**src/rtl/ifetch_pkg.sv**
```systemverilog
// Shared types and default widths for the instruction-fetch unit.
package ifetch_pkg;
    localparam int ADDR_W_DEF = 32;
    localparam int DATA_W_DEF = 32;
    localparam int STALL_W    = 16;

    typedef enum logic [2:0] {
        IDLE,
        REQ,
        WAIT,
        HOLD,
        DRAIN
    } fetch_state_t;
endpackage

```
**src/rtl/ifetch_stall_ctr.sv**
```systemverilog
// Saturating stall-cycle counter: advances by one per enabled cycle and sticks at all-ones.
module ifetch_stall_ctr
    import ifetch_pkg::*;
(
    input  logic               clk,
    input  logic               rst_n,
    input  logic               en,
    output logic [STALL_W-1:0] count
);
    always_ff @(posedge clk or negedge rst_n) begin
        if (!rst_n) begin
            count <= '0;
        end else if (en && (count != {STALL_W{1'b1}})) begin
            count <= count + STALL_W'(1);
        end
    end
endmodule

```
**src/rtl/ifetch_unit.sv**
```systemverilog
// Single-outstanding instruction fetch: issues one memory request per fetch_start,
// captures the response into the instruction register and holds it until consumed.
module ifetch_unit
    import ifetch_pkg::*;
#(
    parameter int ADDR_W = ADDR_W_DEF,
    parameter int DATA_W = DATA_W_DEF
) (
    input  logic               clk,
    input  logic               rst_n,
    input  logic [ADDR_W-1:0]  pc_in,
    input  logic               fetch_start,
    input  logic               flush,
    output logic               imem_req_valid,
    input  logic               imem_req_ready,
    output logic [ADDR_W-1:0]  imem_req_addr,
    input  logic               imem_rsp_valid,
    input  logic [DATA_W-1:0]  imem_rsp_data,
    output logic [DATA_W-1:0]  ir_out,
    output logic [ADDR_W-1:0]  ir_pc,
    output logic               ir_valid,
    input  logic               ir_consume,
    output logic               busy,
    output logic               misaligned,
    output logic [STALL_W-1:0] stall_cycles
);
    fetch_state_t      state, state_nxt;
    logic [ADDR_W-1:0] pc_lat;
    logic              flush_seen;
    logic              start_ok, start_bad;
    logic              launch, capture, mis_nxt;
    logic              stall_en;

    assign start_ok  = fetch_start && (pc_in[1:0] == 2'b00);
    assign start_bad = fetch_start && (pc_in[1:0] != 2'b00);

    always_comb begin
        state_nxt = state;
        launch    = 1'b0;
        capture   = 1'b0;
        mis_nxt   = 1'b0;
        case (state)
            IDLE: begin
                if (start_ok) begin
                    state_nxt = REQ;
                    launch    = 1'b1;
                end else if (start_bad) begin
                    mis_nxt = 1'b1;
                end
            end
            REQ: begin
                // The request cannot be withdrawn, so a flush seen while waiting
                // for ready only redirects the eventual response into DRAIN.
                if (imem_req_ready) begin
                    state_nxt = (flush || flush_seen) ? DRAIN : WAIT;
                end
            end
            WAIT: begin
                if (flush) begin
                    state_nxt = imem_rsp_valid ? IDLE : DRAIN;
                end else if (imem_rsp_valid) begin
                    state_nxt = HOLD;
                    capture   = 1'b1;
                end
            end
            DRAIN: begin
                if (imem_rsp_valid) begin
                    state_nxt = IDLE;
                end
            end
            HOLD: begin
                if (flush) begin
                    state_nxt = IDLE;
                end else if (ir_consume) begin
                    if (start_ok) begin
                        state_nxt = REQ;
                        launch    = 1'b1;
                    end else begin
                        state_nxt = IDLE;
                        mis_nxt   = start_bad;
                    end
                end
            end
            default: state_nxt = IDLE;
        endcase
    end

    always_ff @(posedge clk or negedge rst_n) begin
        if (!rst_n) begin
            state      <= IDLE;
            pc_lat     <= '0;
            ir_out     <= '0;
            ir_pc      <= '0;
            misaligned <= 1'b0;
            flush_seen <= 1'b0;
        end else begin
            state      <= state_nxt;
            misaligned <= mis_nxt;
            flush_seen <= (state == REQ) && !imem_req_ready && (flush_seen || flush);
            if (launch) begin
                pc_lat <= pc_in;
            end
            if (capture) begin
                ir_out <= imem_rsp_data;
                ir_pc  <= pc_lat;
            end
        end
    end

    assign imem_req_valid = (state == REQ);
    assign imem_req_addr  = pc_lat;
    assign ir_valid       = (state == HOLD);
    assign busy           = (state == REQ) || (state == WAIT) || (state == DRAIN);
    assign stall_en       = ((state == REQ) && !imem_req_ready) || (state == WAIT);

    ifetch_stall_ctr u_stall_ctr (
        .clk   (clk),
        .rst_n (rst_n),
        .en    (stall_en),
        .count (stall_cycles)
    );
endmodule

```
**config.mk**
```make
export PLATFORM = sky130hd
export DESIGN_NAME = ifetch_unit
export DESIGN_NICKNAME = d
export VERILOG_FILES = /design/src/rtl/ifetch_pkg.sv /design/src/rtl/ifetch_stall_ctr.sv /design/src/rtl/ifetch_unit.sv
export SDC_FILE = /design/constraint.sdc
export NUM_CORES = 1
export LEC_CHECK = 0
export CAP_MARGIN = 20
export CORE_MARGIN = 8
export CORE_UTILIZATION = 40
export CTS_CLUSTER_DIAMETER = 60
export DETAILED_ROUTE_END_ITERATION = 8
export PLACE_DENSITY = 0.82
export SETUP_SLACK_MARGIN = 0.5
export SLEW_MARGIN = 30
export SYNTH_ARGS = -nofsm -noshare
export SYNTH_HDL_FRONTEND = slang
export SYNTH_HIERARCHICAL = 1
export SYNTH_SLANG_ARGS = --single-unit
```
**constraint.sdc**
```tcl
create_clock -name clk -period 2 [get_ports clk]
set_input_delay 0.4 -clock clk [delete_from_list [all_inputs] [get_ports clk]]
set_output_delay 0.4 -clock clk [all_outputs]
set_load 0.01 [all_outputs]
```
# ---- Word level (Yosys, flattened, before mapping)
# Cells that the tools add are included.
dict set report classes {
  n_reduce_logical 14
  muxes 24
  eq_ne 10
  n_addsub 1
}
# cell n
set op_table {}
lappend op_table {{$mux 3} 9}
lappend op_table {{$add 16x1->16 const B} 1}
lappend op_table {{$ne 16x16->1 const B} 1}
lappend op_table {{$pmux 3 s5} 1}
lappend op_table {{$mux 1} 12}
lappend op_table {{$eq 3x2->1 const B} 2}
lappend op_table {{$logic_and 1x1->1} 5}
lappend op_table {{$reduce_and 5->1} 1}
lappend op_table {{$logic_or 1x1->1} 4}
lappend op_table {{$ne 2x2->1 const B} 2}
lappend op_table {{$pmux 1 s2} 2}
lappend op_table {{$eq 3x1->1 const B} 1}
lappend op_table {{$eq 3x3->1 const B} 1}
lappend op_table {{$logic_not 3->1} 1}
lappend op_table {{$ne 3x2->1 const B} 1}
lappend op_table {{$ne 3x3->1 const B} 1}
lappend op_table {{$logic_not 2->1} 1}
lappend op_table {{$ne 2x1->1 const B} 1}
lappend op_table {{$reduce_bool 2->1} 1}
lappend op_table {{$logic_not 1->1} 1}
dict set report totals {
  out_inout_bits 116
  inputBits 71
  register_bits 117
  word_cells 56
}

# ---- Depth between registers and ports, before layout
# Gate-level depths: netlist of the first run.
dict set report depth {
  word_depth 6
  mapped_depth 9
  ltp_nobuf 8
}

# ---- Cells and area by module
# The synthesis of the first run kept the hierarchy.
# mod seq_area_each_um2 n_inst cells_per_inst area_per_inst_um2
set by_module_without_submodules {}
lappend by_module_without_submodules {ifetch_unit 2527.4 1 249 4025.1}
lappend by_module_without_submodules {ifetch_stall_ctr 400.4 1 72 859.6}

# ---- Worst setup path before layout of the first run
# No wires, ideal clock.
dict set report synth_path {
  kind {register -> register}
  startpoint {register state[1]}
  endpoint {register u_stall_ctr.count[5]}
  path_stages_with_launch 10
  arrival_ns 1.781
  path_buffers 1
  slack_ns 0.100
  t_required_ns 1.881
  period_less_slack_ns 1.900
  setup_time_ns 0.119
  path_cell_list {dfrtp_1 > buf_2 > nand2b_1 > nor2_1 > nor2_1 > nor2_1 > and3_1 > and4_2 > o211ai_1 > o21a_1}
}
dict set report synth_between {
  elab_chain_cells 4
  elab_cells_between_ends 5
  classes_between {eq/ne: 2; reduce/logical: 3}
}
# item line
set synth_rtl {}
lappend synth_rtl {{from (decl)} ifetch_unit.sv:27} ;# fetch_state_t state, state_nxt;
lappend synth_rtl {{from (signal assigned)} ifetch_unit.sv:97} ;# state <= state_nxt;
lappend synth_rtl {{$eq 3x1->1} ifetch_unit.sv:114} ;# assign stall_en = ((state == REQ) && !imem_req_ready) || (state == WAIT);
lappend synth_rtl {{$logic_and 1x1->1} ifetch_unit.sv:114}
lappend synth_rtl {{$logic_or 1x1->1 *} ifetch_unit.sv:114}
lappend synth_rtl {{via stall_en} ifetch_unit.sv:32} ;# logic stall_en;
lappend synth_rtl {{$logic_and 1x1->1 *} ifetch_stall_ctr.sv:13} ;# end else if (en && (count != {STALL_W{1'b1}})) begin
lappend synth_rtl {{to (signal assigned)} ifetch_stall_ctr.sv:14} ;# count <= count + STALL_W'(1);
lappend synth_rtl {{to (decl)} ifetch_stall_ctr.sv:8} ;# output logic [STALL_W-1:0] count
# Mark *: on every way through the listed nets, which the timed path passes. The rest lies on a longest branch.
# A chain may end at the register's enable or synchronous reset.

# ---- Worst setup path in the final report of the first run
dict set report layout_path {
  startpoint {register state[0]}
  endpoint {output port busy}
}
dict set report layout_between {
  elab_chain_cells 3
  elab_cells_between_ends 5
  classes_between {eq/ne: 3; reduce/logical: 2}
}
# item line
set layout_rtl {}
lappend layout_rtl {{$eq 3x1->1 or $eq 3x2->1 (tied branches)} ifetch_unit.sv:113} ;# assign busy = (state == REQ) || (state == WAIT) || (state == DRAIN);
lappend layout_rtl {{$logic_or 1x1->1} ifetch_unit.sv:113}
lappend layout_rtl {{$logic_or 1x1->1 *} ifetch_unit.sv:113}
lappend layout_rtl {{to (decl)} ifetch_unit.sv:23} ;# output logic busy,
# Every way passes the cells marked *; elsewhere a longest branch is shown, timed or not.

==> results of run 1 <==
==> cells in the mapped netlist, types with 3 or more instances <==
| library cell | count |
|---|---|
| nand4_1 | 8 |
| nand2_1 | 6 |
| dfrtp_1 | 117 |
| buf_6 | 3 |
| mux2_1 | 52 |
| buf_2 | 8 |
| o21a_1 | 5 |
| o21ai_0 | 3 |
| and2_1 | 3 |
| nor2_1 | 10 |
| mux2_4 | 28 |
| nand3_1 | 6 |
| a31oi_1 | 3 |
| a21oi_1 | 5 |
| xnor2_1 | 5 |
| mux2_2 | 15 |
==> state kept, by name, summed over array words and instances, names as in the netlist <==
signal and cells:
misaligned 1, imem_req_addr 32, ir_out 32, u_stall_ctr/count 16, state 3, ir_pc 32
flush_seen 1
==> what timing repair did <==
action	4_1_cts	5_1_grt
setup buffers	31	9
pin swaps	7	10
gates cloned	4	6
endpoints found under the hold margin	33	0
hold buffers	1	0
resized for setup	236	113
setup endpoints to repair	228	173
==> routing by layer <==
metal	up-vias	track usage, %	share of wire [%]
li1	1696	-	-
met3	23	7.248	9.5
met1	1920	22.12	40
met5	-	0	0
met4	0	5.379	1.7
met2	195	31.07	49
==> cell type report <==
| type | count | area (um^2) | area share (%) |
|---|---|---|---|
| Sequential cell | 117 | 2948 | 35.22 |
| Timing Repair Buffer | 253 | 2510 | 29.99 |
| Multi-Input combinational cell | 190 | 2126 | 25.40 |
| Clock buffer | 25 | 505.5 | 6.039 |
| Tap cell | 147 | 183.9 | 2.197 |
| Clock inverter | 7 | 93.84 | 1.121 |
| Inverter | 1 | 3.754 | 0.04484 |
==> stage by stage <==
stage / setup WS (ps) / util [%] / hold slack, ps
after floorplan: 241.5 / - / 104.4
final: 163.3 / 69.98 / 483.4
after global placement: -64.31 / 59.01 / 383.1
after CTS: 155.3 / 67.03 / 486.9
after detailed placement: -75.72 / 59.01 / 388.0
after global routing: 97.58 / 69.98 / 506.0
==> worst reg2reg max path, cell delays in order (launching register included) <==
cell	delay, ps
dfrtp_2	410
buf_6	140
or2_4	240
a21oi_2	200
nand2_4	110
bufbuf_16	320
mux2_4	300
==> worst paths after layout <==
check                           cells after the start                   from  slack, ps                               end
worst max-delay path                                4   state[0]$_DFFE_PN0P_        160                              busy
worst min-delay path                                1  ir_out[1]$_DFFE_PN0P_        480             ir_out[1]$_DFFE_PN0P_
worst max register to register                      6   state[0]$_DFFE_PN0P_        170      imem_req_addr[9]$_DFFE_PN0P_
worst min register to register                      1  ir_out[1]$_DFFE_PN0P_        480             ir_out[1]$_DFFE_PN0P_
max in group asynchronous                           3                  rst_n        870  u_stall_ctr/count[8]$_DFFE_PN0P_
min in group asynchronous                           2                  rst_n        500            ir_out[17]$_DFFE_PN0P_
==> cell families after synthesis <==
logic type	share of synthesized area, %
buf+inv	1.819
simple gates	8.505
flops	59.94
mux	24.05
fa+ha+maj	0.2561
compound gates	4.175
xor+xnor	1.255
==> power groups by stage <==
stage          Clock [W]  Combinational, W  Sequential (W)
6_report         0.00301           0.00378         0.00384
5_1_grt          0.00318           0.00402         0.00394
4_1_cts          0.00307           0.00349         0.00379
3_5_place_dp           0           0.00370         0.00385
3_3_place_gp           0           0.00363         0.00379
2_1_floorplan          0           0.00110         0.00411
==> metrics.csv, run 1 <==
metric;value;unit
antenna diode count;0;
Worst Skew;5.939;ps
hpwl dp;9681;um
endpoints failing setup;0;
FFs w/ async S/R, synth;100.0;%
Syn-to-layout area delta;71.36;%
Flop pwr share;36.1;%
max-slew violations;0;
row count;40;
Synth Flop Type;dfrtp_1;
class of the worst hold path;register to register;
Net Sw Power;0.003165;W
final instance area;8371;um^2
most frequent cells in the layout;dfrtp_1, clkdlybuf4s15_1, clkdlybuf4s50_1;
Worst setup EP type;primary output;
DRT Pass-1 Iters;4;
WP buf/inv;2;
initial antenna violation count;0;
worst-margin pin slew;474.4;ps
post-synthesis cell count;321;
delay-heaviest family, CP;flip-flops;
Antenna Nets Post-Route;0;
Clk pin slew, worst setup/hold paths;50;ps
CTS tree;done;
first-pass GRT wire length;23340;um
Seq/Total Area, Yosys;59.94;%
Die Width;126.5;um
Hold Violations, Final;0;
Syn Std Cell Area;4885;um^2
#FFs+latches synth;117;
fin crit period;1837;ps
CP Class;register to primary output;
Tot Pwr;0.01064;W
core area;11960;um^2
commonest non-fill, non-tap cell in the layout;dfrtp_1;
Rel. slew slack;68.38;%
Longest Clk Path Bufs;2;
pwr/cell area;1271;nW/um^2
CP max stage cell;dfrtp_2;
cell taking the most area after synthesis;dfrtp_1;
share of layout cells above drive strength 1;42.83;%
largest cells by area after synthesis;dfrtp_1, mux2_1, mux2_4, mux2_2, nand4_1;
via count;3834;
synthesized net count;393;
combinational power share;35.6;%
crit-path max cell delay;410;ps
GP Congestion;0.8773;
wire per inst;21.81;um
Fillers;776;
routed wire length;16140;um
Num Clock Sinks;117;
vias per cell;5.181;
DR iter-0 viols;195;
number of synthesized flops with an enable pin;0;
Setup TNS Final;0;ps
TritonCTS Buffers;17;
syn avg cell area;15.22;um^2
Post-DP Area;7058;um^2
Switching Share;29.75;%
number of global-route vias before repair;4135;
largest net degree at the start of global routing;43;
RSZ-0062 raised after global routing;yes;
H-tree levels;4;
Final nets;652;
top cell type's share of synthesized area;59.94;%
Critical Path RT;1600;ps
# DRC;0;
Clock Power Share;28.3;%
Peak VDD IR;0.0006426;V
Vert. Die Dim;126.5;um
Total GRT Usage;18.74;%
Final period util;91.84;%
Critical Path Source Type;register;
IO Pins;187;
Initial Util;40.84;%
Lkg Pwr;4.225;nW
total grt overflow;0;
Synth Warn #;6;
# port buffers;186;
status;finished, final reports clean;
Non-Filler Instances;740;
die area;16000;um^2
worst-path cell chain;buf_6 -> or2_4 -> a21oi_2 -> buf_2;
Worst EP arrival;1440;ps
Internal Power;0.007473;W
Max Cap Viol;0;
placed cell count;657;
Yosys cell types;51;
CP max FO;6;
Clock Tree Root;clkbuf_16;
Clk Latency, worst-skew pair;410;ps
f_max;544.4;MHz
Note: power is estimated with default switching activity, not from simulation.
==> inputs of run 2 (changes only) <==
--- a/config.mk
+++ b/config.mk
@@ -5,11 +5,12 @@
 export SDC_FILE = /design/constraint.sdc
 export NUM_CORES = 1
 export LEC_CHECK = 0
-export CAP_MARGIN = 20
+export CAP_MARGIN = 10
 export CORE_MARGIN = 8
 export CORE_UTILIZATION = 40
 export CTS_CLUSTER_DIAMETER = 60
 export DETAILED_ROUTE_END_ITERATION = 8
+export GPL_TIMING_DRIVEN = 0
 export PLACE_DENSITY = 0.82
 export SETUP_SLACK_MARGIN = 0.5
 export SLEW_MARGIN = 30
==> metrics.csv, run 2 (synthesis results as in run 1) <==
metric;value;unit
status;finished, final reports clean;
f_max;502.9;MHz
TritonCTS Buffers;17;
largest net degree at the start of global routing;68;
busiest layer in global routing;met2;
reg2reg path depth;10;
hpwl dp;9745;um
endpoints failing setup;0;
max-slew violations;0;
combinational power share;36.9;%
Clock Tree Root;clkbuf_16;
vias per cell;5.295;
DRT Pass-1 Iters;5;
core area;11960;um^2
CTS tree;done;
# DRC;0;
class of the worst hold path;register to register;
RSZ-0062 raised after global routing;yes;
hold-critical path depth;1;
routed wire length;16270;um
Lkg Pwr;5.318;nW
Syn-to-layout area delta;75.05;%
Peak VDD IR;0.0006812;V
most frequent cells in the layout;dfrtp_1, dlymetal6s2s_1, clkdlybuf4s50_1;
initial antenna violation count;0;
Clock Power Share;28.3;%
sequential cell area;2943;um^2
M1 GR Usage;22.41;%
antenna diode count;0;
area occupied by multi-input gates;2021;um^2
number of global-route vias before repair;4188;
Critical Path Source Type;register;
Internal Power;0.007655;W
IO Pins;187;
row count;40;
worst hold margin;482.2;ps
wire per inst;21.78;um
die area;16000;um^2
Longest Clk Path Bufs;2;
CP Class;register to register;
Flop pwr share;34.8;%
GP Congestion;0.8689;
via count;3955;
Worst setup EP type;register;
Antenna Nets Post-Route;0;
first-pass GRT wire length;23350;um
Clk pin slew, worst setup/hold paths;50;ps
# port buffers;186;
M3 GR Usage;6.535;%
fin crit period;1989;ps
worst-margin pin slew;439.7;ps
Vert. Die Dim;126.5;um
Switching Share;29.66;%
Worst EP arrival;2280;ps
Critical Path RT;2290;ps
H-tree levels;4;
commonest non-fill, non-tap cell in the layout;dfrtp_1;
Setup TNS Final;0;ps
total grt overflow;0;
Net Sw Power;0.003227;W
Fillers;756;
Clk Latency, worst-skew pair;410;ps
Final period util;99.43;%
Num Clock Sinks;117;
pwr/cell area;1273;nW/um^2
Final nets;660;
Die Width;126.5;um
DR iter-0 viols;278;
Worst Skew;8.443;ps
GR Util met2;30.69;%
Hold Violations, Final;0;
CP max FO;5;
Rel. slew slack;70.62;%
Initial Util;40.84;%
share of layout cells above drive strength 1;36.17;%
Total GRT Usage;18.69;%
Max Cap Viol;0;
run 2: final timing paths:
path                                           start                           endpoint  slack [ps]
min in group asynchronous                      rst_n      imem_req_addr[12]$_DFFE_PN0P_         510
max in group asynchronous                      rst_n               ir_pc[0]$_DFFE_PN0P_         840
worst min-delay path            ir_pc[5]$_DFFE_PN0P_               ir_pc[5]$_DFFE_PN0P_         480
worst min register to register  ir_pc[5]$_DFFE_PN0P_               ir_pc[5]$_DFFE_PN0P_         480
worst max-delay path            state[1]$_DFFE_PN0P_  u_stall_ctr/count[13]$_DFFE_PN0P_          10
worst max register to register  state[1]$_DFFE_PN0P_  u_stall_ctr/count[13]$_DFFE_PN0P_          10
run 2: critical path, stage by stage (launching register included):
cell	delay, ps
dfrtp_1	420
buf_6	150
nand2b_4	150
nor2_4	90
nor2_2	60
nor2_4	150
nand4_1	160
nor4_4	340
buf_4	170
nand3_1	70
o21a_1	100
run 2: metal layers:
metal  part of all wire [%]  up-vias
met1                     41     2008
li1                       -     1717
met3                    7.9       22
met5                      0        -
met4                    1.3        0
met2                     50      208
run 2: layout make-up:
class	instances	share of cell area, %
clock buffer	22	5.546
buffer	13	2.239
multi-input combinational	190	23.63
sequential	117	34.42
tap	147	2.151
timing repair buffer	248	30.49
inverter	1	0.04390
clock inverter	9	1.478
run 2: timing repair:
item,CTS,global route
gates cloned,2,1
hold endpoints to repair,50,0
pin swaps,13,16
gates resized for setup,119,144
setup buffers,39,18
setup endpoints to repair,229,224
hold buffers,1,0
run 2: per-stage QoR:
stage               utilization [%]  area, um^2  total power, W  setup slack, ps  cells
CTS                           67.67        8094         0.01088            149.1    728
detailed placement            58.43        6989        0.007506           -412.4    655
global placement              58.16        6957        0.007376            -3748    654
global route                  71.49        8551         0.01136           -102.3    747
floorplan                         -        4911        0.005215            241.5    321
finish                        71.49        8551         0.01088            11.47    747
run 2: power by group through the flow:
stage	sequential, W	combinational (W)	clock (W)
2_1_floorplan	0.00411	0.00110	0
6_report	0.00379	0.00402	0.00307
3_3_place_gp	0.00377	0.00361	0
3_5_place_dp	0.00383	0.00368	0
4_1_cts	0.00379	0.00397	0.00311
5_1_grt	0.00389	0.00424	0.00323
